`src/rtl/multicycle_control_sequencer.sv`:
```
`default_nettype none
// +--------------------------------------------------------------------------+
// | multicycle_control_sequencer: multi-cycle instruction control sequencer. |
// | Optional feature macro: CU_ILLEGAL_TRAP_EN. Revision: 1.0                 |
// +--------------------------------------------------------------------------+
module multicycle_control_sequencer #(
    parameter int CW_BITS   = 29,
    parameter int LIT_W     = 64,
    parameter int STALL_MAX = 15
) (
    input  logic               clock,
    input  logic               reset,
    input  logic               instr_valid,
    output logic               instr_ready,
    input  logic [31:0]        instruction,
    input  logic [4:0]         status,
    input  logic               stall,
    output logic [CW_BITS-1:0] control_word,
    output logic [LIT_W-1:0]   literal,
    output logic               cw_valid,
    output logic               stall_err
);

    localparam int                CNT_W       = $clog2(STALL_MAX + 1);
    localparam logic [CNT_W-1:0]  C_STALL_MAX = CNT_W'(STALL_MAX);
    localparam logic [CNT_W-1:0]  C_STALL_PRE = CNT_W'(STALL_MAX - 1);
`ifdef CU_ILLEGAL_TRAP_EN
    localparam bit                C_TRAP_EN   = 1'b1;
`else
    localparam bit                C_TRAP_EN   = 1'b0;
`endif
    localparam int C_RW = 0, C_MW = 1, C_MR = 2, C_IMM = 3, C_PC = 4, C_SEL = 5, C_LNK = 6, C_SF = 7;

    typedef enum logic [1:0] {S_IDLE = 2'd0, S_EX0 = 2'd1, S_EX1 = 2'd2, S_TRAP = 2'd3} state_t;
    typedef enum logic [3:0] {K_D, K_IARITH, K_ILOGIC, K_IW, K_R, K_B, K_BCOND, K_BL, K_CBZ, K_BR, K_ILL} kind_t;

    // Branch group keyed by opcode[10:8], everything else by opcode[4:2].
    function automatic kind_t f_kind(input logic [31:0] ins);
        kind_t k;
        k = K_ILL;
        if (ins[26]) begin
            case (ins[31:29])
                3'b000:  k = K_B;
                3'b010:  k = K_BCOND;
                3'b100:  k = K_BL;
                3'b101:  k = K_CBZ;
                3'b110:  k = K_BR;
                default: k = K_ILL;
            endcase
        end else begin
            case (ins[25:23])
                3'b000:  k = K_D;
                3'b010:  k = K_IARITH;
                3'b100:  k = K_ILOGIC;
                3'b101:  k = K_IW;
                3'b110:  k = K_R;
                default: k = K_ILL;
            endcase
        end
        return k;
    endfunction

    // f = {V,C,N,Z}
    function automatic logic f_cond(input logic [3:0] c, input logic [3:0] f);
        logic v, cy, n, z;
        {v, cy, n, z} = f;
        case (c)
            4'd0:    return z;
            4'd1:    return ~z;
            4'd2:    return cy;
            4'd3:    return ~cy;
            4'd4:    return n;
            4'd5:    return ~n;
            4'd6:    return v;
            4'd7:    return ~v;
            4'd8:    return cy & ~z;
            4'd9:    return ~(cy & ~z);
            4'd10:   return n == v;
            4'd11:   return n != v;
            4'd12:   return ~z & (n == v);
            4'd13:   return ~(~z & (n == v));
            default: return 1'b1;
        endcase
    endfunction

    function automatic logic f_two_cycle(input logic [31:0] ins);
        kind_t k;
        k = f_kind(ins);
        return (k == K_D) || (k == K_IW) || (k == K_R);
    endfunction

    function automatic logic [12:0] f_ctrl(input logic [31:0] ins, input logic ex1, input logic [4:0] st);
        logic [12:0] cw;
        kind_t       k;
        cw = '0;
        k  = f_kind(ins);
        case (k)
            K_D: begin
                cw[C_IMM] = 1'b1;
                if (ex1) begin
                    cw[C_MR] = ins[22];
                    cw[C_RW] = ins[22];
                    cw[C_MW] = ~ins[22];
                end
            end
            K_IARITH, K_ILOGIC: begin
                cw[C_RW]  = 1'b1;
                cw[C_IMM] = 1'b1;
            end
            K_IW: begin
                cw[C_IMM] = 1'b1;
                cw[C_RW]  = ex1;
            end
            K_R: begin
                cw[C_RW] = ex1;
                cw[C_SF] = ex1 & ins[29];
            end
            K_B:     cw[C_PC] = 1'b1;
            K_BCOND: cw[C_PC] = f_cond(ins[3:0], st[4:1]);
            K_BL: begin
                cw[C_PC]  = 1'b1;
                cw[C_LNK] = 1'b1;
            end
            K_CBZ:   cw[C_PC] = st[0] ^ ins[24];
            K_BR: begin
                cw[C_PC]  = 1'b1;
                cw[C_SEL] = 1'b1;
            end
            default: cw = '0;
        endcase
        if ((k == K_D) || (k == K_IARITH) || (k == K_ILOGIC) || (k == K_IW) || (k == K_R))
            cw[12:8] = ins[31:27];
        return cw;
    endfunction

    function automatic logic [LIT_W-1:0] f_lit(input logic [31:0] ins);
        case (f_kind(ins))
            K_D:                return {{(LIT_W-9){ins[20]}}, ins[20:12]};
            K_IARITH, K_ILOGIC: return {{(LIT_W-12){1'b0}}, ins[21:10]};
            K_IW:               return {{(LIT_W-16){1'b0}}, ins[20:5]} << {ins[22:21], 4'b0000};
            K_B, K_BL:          return {{(LIT_W-28){ins[25]}}, ins[25:0], 2'b00};
            K_BCOND, K_CBZ:     return {{(LIT_W-21){ins[23]}}, ins[23:5], 2'b00};
            default:            return '0;
        endcase
    endfunction

    state_t             r_state, w_state_nx;
    logic [31:0]        r_instr, w_instr_nx;
    logic [12:0]        r_cw, w_cw_nx;
    logic [LIT_W-1:0]   r_lit, w_lit_nx;
    logic [CNT_W-1:0]   r_stall_cnt, w_stall_cnt_nx;
    logic               r_stall_err, w_stall_err_nx;
    logic               w_in_ex;

    assign w_in_ex     = (r_state == S_EX0) || (r_state == S_EX1);
    assign instr_ready = (r_state == S_IDLE);
    assign cw_valid    = w_in_ex & ~stall;
    assign literal     = r_lit;
    assign stall_err   = r_stall_err;

    always_comb begin
        control_word       = '0;
        control_word[12:0] = r_cw;
    end

    always_ff @(posedge clock or negedge reset) begin
        if (!reset) begin
            r_state     <= S_IDLE;
            r_instr     <= '0;
            r_cw        <= '0;
            r_lit       <= '0;
            r_stall_cnt <= '0;
            r_stall_err <= 1'b0;
        end else begin
            r_state     <= w_state_nx;
            r_instr     <= w_instr_nx;
            r_cw        <= w_cw_nx;
            r_lit       <= w_lit_nx;
            r_stall_cnt <= w_stall_cnt_nx;
            r_stall_err <= w_stall_err_nx;
        end
    end

    // Stall holds everything in EX0/EX1; TRAP is left only through reset.
    always_comb begin
        w_state_nx = r_state;
        w_instr_nx = r_instr;
        w_cw_nx    = r_cw;
        w_lit_nx   = r_lit;
        case (r_state)
            S_IDLE: begin
                w_cw_nx  = '0;
                w_lit_nx = '0;
                if (instr_valid) begin
                    w_instr_nx = instruction;
                    if (C_TRAP_EN && (f_kind(instruction) == K_ILL)) begin
                        w_state_nx = S_TRAP;
                    end else begin
                        w_state_nx = S_EX0;
                        w_cw_nx    = f_ctrl(instruction, 1'b0, status);
                        w_lit_nx   = f_lit(instruction);
                    end
                end
            end
            S_EX0: begin
                if (!stall) begin
                    if (f_two_cycle(r_instr)) begin
                        w_state_nx = S_EX1;
                        w_cw_nx    = f_ctrl(r_instr, 1'b1, status);
                    end else begin
                        w_state_nx = S_IDLE;
                        w_cw_nx    = '0;
                        w_lit_nx   = '0;
                    end
                end
            end
            S_EX1: begin
                if (!stall) begin
                    w_state_nx = S_IDLE;
                    w_cw_nx    = '0;
                    w_lit_nx   = '0;
                end
            end
            default: w_state_nx = S_TRAP;
        endcase
    end

    // Error fires on the edge where the saturating count reaches STALL_MAX.
    always_comb begin
        w_stall_cnt_nx = '0;
        w_stall_err_nx = 1'b0;
        if (w_in_ex && stall) begin
            w_stall_cnt_nx = (r_stall_cnt == C_STALL_MAX) ? C_STALL_MAX : r_stall_cnt + 1'b1;
            w_stall_err_nx = (r_stall_cnt == C_STALL_PRE);
        end
    end

endmodule
`default_nettype wire
```
`config.mk`:
```
export PLATFORM = sky130hd
export DESIGN_NAME = multicycle_control_sequencer
export DESIGN_NICKNAME = d
export VERILOG_FILES = /design/src/rtl/multicycle_control_sequencer.sv
export SDC_FILE = /design/constraint.sdc
export NUM_CORES = 1
export LEC_CHECK = 0
export BUFFER_PORTS_ARGS = -buffer_cell sky130_fd_sc_hd__buf_2
export CORE_MARGIN = 2
export CORE_UTILIZATION = 35
export CTS_CLUSTER_DIAMETER = 60
export DETAILED_ROUTE_END_ITERATION = 12
export SLEW_MARGIN = 20
export SYNTH_ARGS = -nofsm -noshare
export SYNTH_HDL_FRONTEND = slang
export SYNTH_SLANG_ARGS = --single-unit
export TNS_END_PERCENT = 20
```
`constraint.sdc`:
```
create_clock -name clock -period 6 [get_ports clock]
set_input_delay 1.2 -clock clock [delete_from_list [all_inputs] [get_ports clock]]
set_output_delay 1.2 -clock clock [all_outputs]
set_load 0.1 [all_outputs]
```
* Word level (Yosys, flattened, before mapping)
Cells that the tools add are included.
** Word-level totals
- Register bits after elaboration :: 116
- Latch bits :: 0
- Memory bits (writable) :: 0
- Memory bits (read-only) :: 0
- Output and inout port bits :: 96
- Logic and storage cells :: 176
- Memories kept :: 0
** Operators by class
- Add/subtract/negate cells :: 1
- Multipliers :: 0
- Div/mod/pow operators :: 0
- Magnitude comparators :: 0
- Equal/unequal tests :: 72
- Shifts and indexed selects :: 1
- Mux-type cells :: 48
- Bitwise operators :: 13
- Reductions and logical operators :: 35
** Operators by type and width (count)
- $pmux 64 s5 :: 1
- $mux 64 :: 4
- $pmux 64 s3 :: 1
- $pmux 4 s5 :: 4
- $eq 4x4->1 const B :: 18
- $eq 4x3->1 const B :: 17
- $shl 16x6->64 :: 1
- $mux 13 :: 4
- $mux 4 :: 11
- $pmux 13 s3 :: 1
- $eq 3x3->1 const B :: 12
- $eq 4x2->1 const B :: 9
- $pmux 1 s14 :: 2
- $logic_not 4->1 :: 5
- $eq 4x1->1 const B :: 4
- $eq 3x2->1 const B :: 4
- $logic_not 3->1 :: 4
- $reduce_or 4->1 :: 3
- $logic_or 1x1->1 :: 11
- $mux 2 :: 5
- $mux 5 :: 2
- $mux 1 :: 9
- $ne 2x2->1 const B :: 4
- $not 1->1 :: 8
- 18 further kinds :: 26

* Logic depth before layout (Yosys ltp)
- Depth in word-level cells :: 20
- Mapped depth :: 9
- Mapped depth without buffers :: 7

* Worst setup path after synthesis
OpenSTA, ideal clock, no wires.
- Path kind :: in2out
- From :: in stall
- To :: out cw_valid
- Arrival time :: 2.535 ns
- Required time :: 4.800 ns
- Slack :: 2.265 ns
- Stages on the path :: 1
- Path buffers :: 0
- Cell sequence :: nor2b_1
** On the way
- Word-level cells in the longest chain between the ends :: 2
** RTL lines
- start: declaration :: RTL line 17 : input logic stall,
- $not 1->1 :: RTL line 157 : assign cw_valid = w_in_ex & ~stall;
- $and 1x1->1 :: RTL line 157
- end: declaration :: RTL line 20 : output logic cw_valid,
No other way between the ends.

* Final worst setup path
- From :: in instruction[26]
- To :: reg r_lit[32], in the netlist literal[32]
** On the way
- Word-level cells in the longest chain between the ends :: 8
- Elaborated cells between the ends (all ways) :: 17
** RTL lines
- start: declaration :: RTL line 15 : input logic [31:0] instruction,
- $mux 4 (*) :: RTL line 41 : if (ins[26]) begin
- $mux 4 (*) :: RTL line 194 : if (instr_valid) begin
- $mux 4 (*) :: RTL line 190 : case (r_state)
- $eq 4x3->1, or another cell as far along :: RTL line 137 : case (f_kind(ins))
- $reduce_or 2->1 :: RTL line 137
- $pmux 64 s5 (*) :: RTL line 137
- $mux 64 (*) :: RTL line 194
- $pmux 64 s3 (*) :: RTL line 190
- end signal: assignment :: RTL line 178 : r_lit <= w_lit_nx;
- end: declaration :: RTL line 150 : logic [LIT_W-1:0] r_lit, w_lit_nx;
Mark *: on every way between the ends. The rest lies on a longest branch, timed or not. The select of a mux whose other input is x is not followed.
A chain may end at the register's enable or synchronous reset.

==> impl_metrics.env <==
export IMPL_status="finished, final reports clean"
export IMPL_period_share_pct=54.4
export IMPL_finalCriticalPeriod_ps=3260
export IMPL_final_cells=831
export IMPL_ranking_of_synthesized_cells_by_area="dfrtp_1 45%, o21ai_0 5.8%, a21oi_1 5.5%"
export IMPL_initial_cell_density_of_the_core_pct=35.8
export IMPL_regToRegStartpoint="r_state[0]$_DFFE_PN0P_"
export IMPL_grt_start_max_net_pins=78
export IMPL_reg2reg_slack_ps=2980
export IMPL_dpl_instance_area_sq_um=5750
export IMPL_hold_viol=0
export IMPL_crit_path_max_fanout=37
export IMPL_synthesis_instances=555
export IMPL_worst_endpoint_required_ps=6250
export IMPL_cts_resized=0
export IMPL_critPathSlowestCell="nor4_2"
export IMPL_hpwl_dp_mm=10.7
export IMPL_synth_area_per_cell_sq_um=9.33
export IMPL_antenna_found_initial=1
export IMPL_crit_path_cell_trace="buf_2 -> nor4_2 -> and2_1 -> a221o_2 -> a21oi_1 -> o21ai_0"
export IMPL_die_height_um=126
export IMPL_dieArea_sq_um=15800
export IMPL_worst_skew_pair_late_latency_ps=340
export IMPL_power_per_cell_area_nw_per_um2=447
export IMPL_end_point_of_the_worst_hold_path="literal[28]$_DFFE_PN0P_"
export IMPL_cts_repair_timing_setup_buffer_count=0
export IMPL_ys_ff_latch=94
export IMPL_final_area_sq_um=6040
export IMPL_critical_path_n_buffers_inverters=1
export IMPL_post_route_worst_setup_slack_ps=2740
export IMPL_multiInputGateArea_sq_um=2480
export IMPL_final_estimated_routing_congestion_in_global_placement=0.845
export IMPL_floorplan_rows=44
export IMPL_nNetsFinal=688
export IMPL_timing_critical_path_slowest_cell_delay_ps=710
export IMPL_power_ir_vdd_worst_mv=0.179
export IMPL_dieWidth_um=126
export IMPL_post_route_drc_count=0
export IMPL_tritoncts_sink_count=94
export IMPL_synth_top_area_cell="dfrtp_1"
export IMPL_grt_total_ovfl=0
export IMPL_min_delay_start="literal[28]$_DFFE_PN0P_"
export IMPL_yosys_warnings=0
export IMPL_routed_via_count=4701
export IMPL_cts_hold_buffers=0
export IMPL_clock_root_buffer="clkbuf_16"
export IMPL_synth_lib_cells_used_distinct=65
export IMPL_first_global_vias=4386
export IMPL_ctsHtreeMaxLevel=3
export IMPL_async_reset_ff_share_pct=100
export IMPL_crit_path_start_kind="input port"
export IMPL_worst_hold_path_type="flop to flop"
export IMPL_global_route_wire_length_before_repair_mm=24.2
export IMPL_hold_path_cell_count=2
export IMPL_clockBufferDepth=2
export IMPL_cellLeakagePower_nw=2.86
export IMPL_drt_iter0_markers=405
export IMPL_routed_wl_mm=15.3
export IMPL_max_slew_worst_pin_slew_ps=1010
export IMPL_placement_setup_worst_slack_ps=2470
export IMPL_syn2layout_area_growth_pct=16.7
export IMPL_synth_edf_count=0
export IMPL_worstRegToRegCells=8
export IMPL_io_pins=137
export IMPL_regArea_sq_um=2350
export IMPL_coreArea_sq_um=14500
export IMPL_syn_cell_area_sq_um=5180
export IMPL_report_final_setup_viol=0
export IMPL_cts_inserted_buffers=9
export IMPL_design_power_total_mw=2.70
export IMPL_worstSetupPathType="input port to flop"
export IMPL_crit_reg2reg_capture="literal[40]$_DFFE_PN0P_"
export IMPL_worst_setup_path_end_kind="flop"
export IMPL_worst_setup_skew_after_layout_ps=8.53
export IMPL_drive_above_1_share_pct=26.6
export IMPL_rsz0062_at_grt="false"
export IMPL_io_buffer_count=120
export IMPL_cts_tree="done"
export IMPL_worst_path_dominant_cell_family="simple AND/OR/NAND/NOR gates"
export IMPL_timing_max_slew_rel_slack_pct=32.8
export IMPL_cap_viol_max_count=0
export IMPL_timing_max_transition_violations_final=0
export IMPL_synth_main_ff_cell="dfrtp_1"
export IMPL_utilization_pct=41.7
export IMPL_hold_ws_ps=475
export IMPL_avgViaCountPerCell=5.66
export IMPL_crit_path_arrival_time_ps=3520
export IMPL_fill_count=1467
export IMPL_synth_seq_area_share_pct=45.4
export IMPL_clkTransAtPathRegs_ps=70
export IMPL_synth_largest_type_area_fraction_pct=45.4
export IMPL_dpl_cell_count=814
export IMPL_track_usage_pct=19.1
export IMPL_antenna_left=0
export IMPL_fmaxAchievable_ghz=0.307
export IMPL_post_drt_wl_per_cell_um=18.4
export IMPL_setup_tns_ps=0
export IMPL_first_pass_iters=8
-- layout by cell type, fill, tap and decap left out, types with 2 or more instances in the layout --
cell type	count
a21o_1	2
and4b_1	2
inv_1	10
o21ai_1	4
o31ai_1	2
o211ai_1	2
nand2_1	75
mux2_2	11
clkbuf_8	2
nand4_1	2
buf_4	8
and3_1	5
a2111oi_0	2
a221oi_1	13
o21ai_2	10
a21oi_1	57
a32o_1	4
dfrtp_1	94
nor2b_1	6
nor4bb_1	2
ha_1	6
nor3_1	5
a221o_1	15
buf_2	119
a31oi_1	4
nor2_1	17
nand4b_1	2
xnor2_1	3
xor2_1	2
clkinvlp_4	3
o21a_1	3
a22oi_1	8
o21ai_0	60
a22o_1	11
conb_1	16
and2_1	2
nor3b_1	6
clkbuf_16	9
nand2b_1	8
nand3_1	7
-- layer usage --
metal	track usage (%)	share of wire, %
met2	28.4	46
met5	0	0
met3	4.46	6.6
met1	27.3	45
met4	6.73	2.4
-- how the worst max path moves through the flow --
stage	endpoint	start	depth (start not counted)
final	literal[32]$_DFFE_PN0P_	instruction[26]	6
after global routing	literal[31]$_DFFE_PN0P_	instruction[26]	6
after CTS	literal[32]$_DFFE_PN0P_	instruction[26]	6
after detailed placement	literal[32]$_DFFE_PN0P_	instruction[26]	6
after global placement	literal[28]$_DFFE_PN0P_	instruction[26]	6
after floorplan	cw_valid	stall	1
-- layout make-up --
cell class,instances,area share [%]
multi-input combinational,399,41.0
clock buffer,12,4.24
antenna,1,0.0414
sequential,94,38.9
inverter,10,0.621
tap,184,3.81
clock inverter,4,0.518
timing repair buffer,127,10.8
-- sequential cells by signal, indices dropped and copies added (netlist names) --
register and count:
literal 64, stall_err 1, r_state 2, r_stall_cnt 4, r_instr 10, r_cw 13
-- synthesized netlist by cell type (11+ instances only) --
| cell type | instances |
|---|---|
| a22o_1 | 11 |
| nor2_1 | 17 |
| dfrtp_1 | 94 |
| mux2_2 | 11 |
| a221oi_1 | 13 |
| buf_4 | 16 |
| a21oi_1 | 57 |
| buf_2 | 13 |
| nand2_1 | 76 |
| o21ai_0 | 60 |
| clkbuf_1 | 24 |
| a221o_1 | 16 |
-- cell families (layout without fill, tap and decap cells) --
kind of cell               after synthesis  count (layout)  share of synthesized area, %
and+or+nand+nor                        151             151                          14.8
xor gates and xnor gates                 5               5                         0.846
adders and majority gates                6               6                          1.45
other                                    1              17                        0.0724
muxes                                   12              12                          2.58
AOI/OAI and AO/OA                      209             209                          26.9
buffers and inverters                   77             153                          8.02
DFF                                     94              94                          45.4
-- worst reg2reg max path, stage by stage (launching register included) --
cell	delay, ps
dfrtp_1	400
inv_1	90
ha_1	370
nor2b_1	310
nor3b_1	740
and3_1	330
o31ai_4	80
buf_4	300
o21ai_0	310
-- report_power, final --
| group | total [mW] | internal [mW] | switching [mW] |
|---|---|---|---|
| combinational | 1.30 | 0.241 | 1.05 |
| sequential | 0.857 | 0.751 | 0.106 |
| clock | 0.549 | 0.305 | 0.245 |
(Power assumes the default switching activity.)
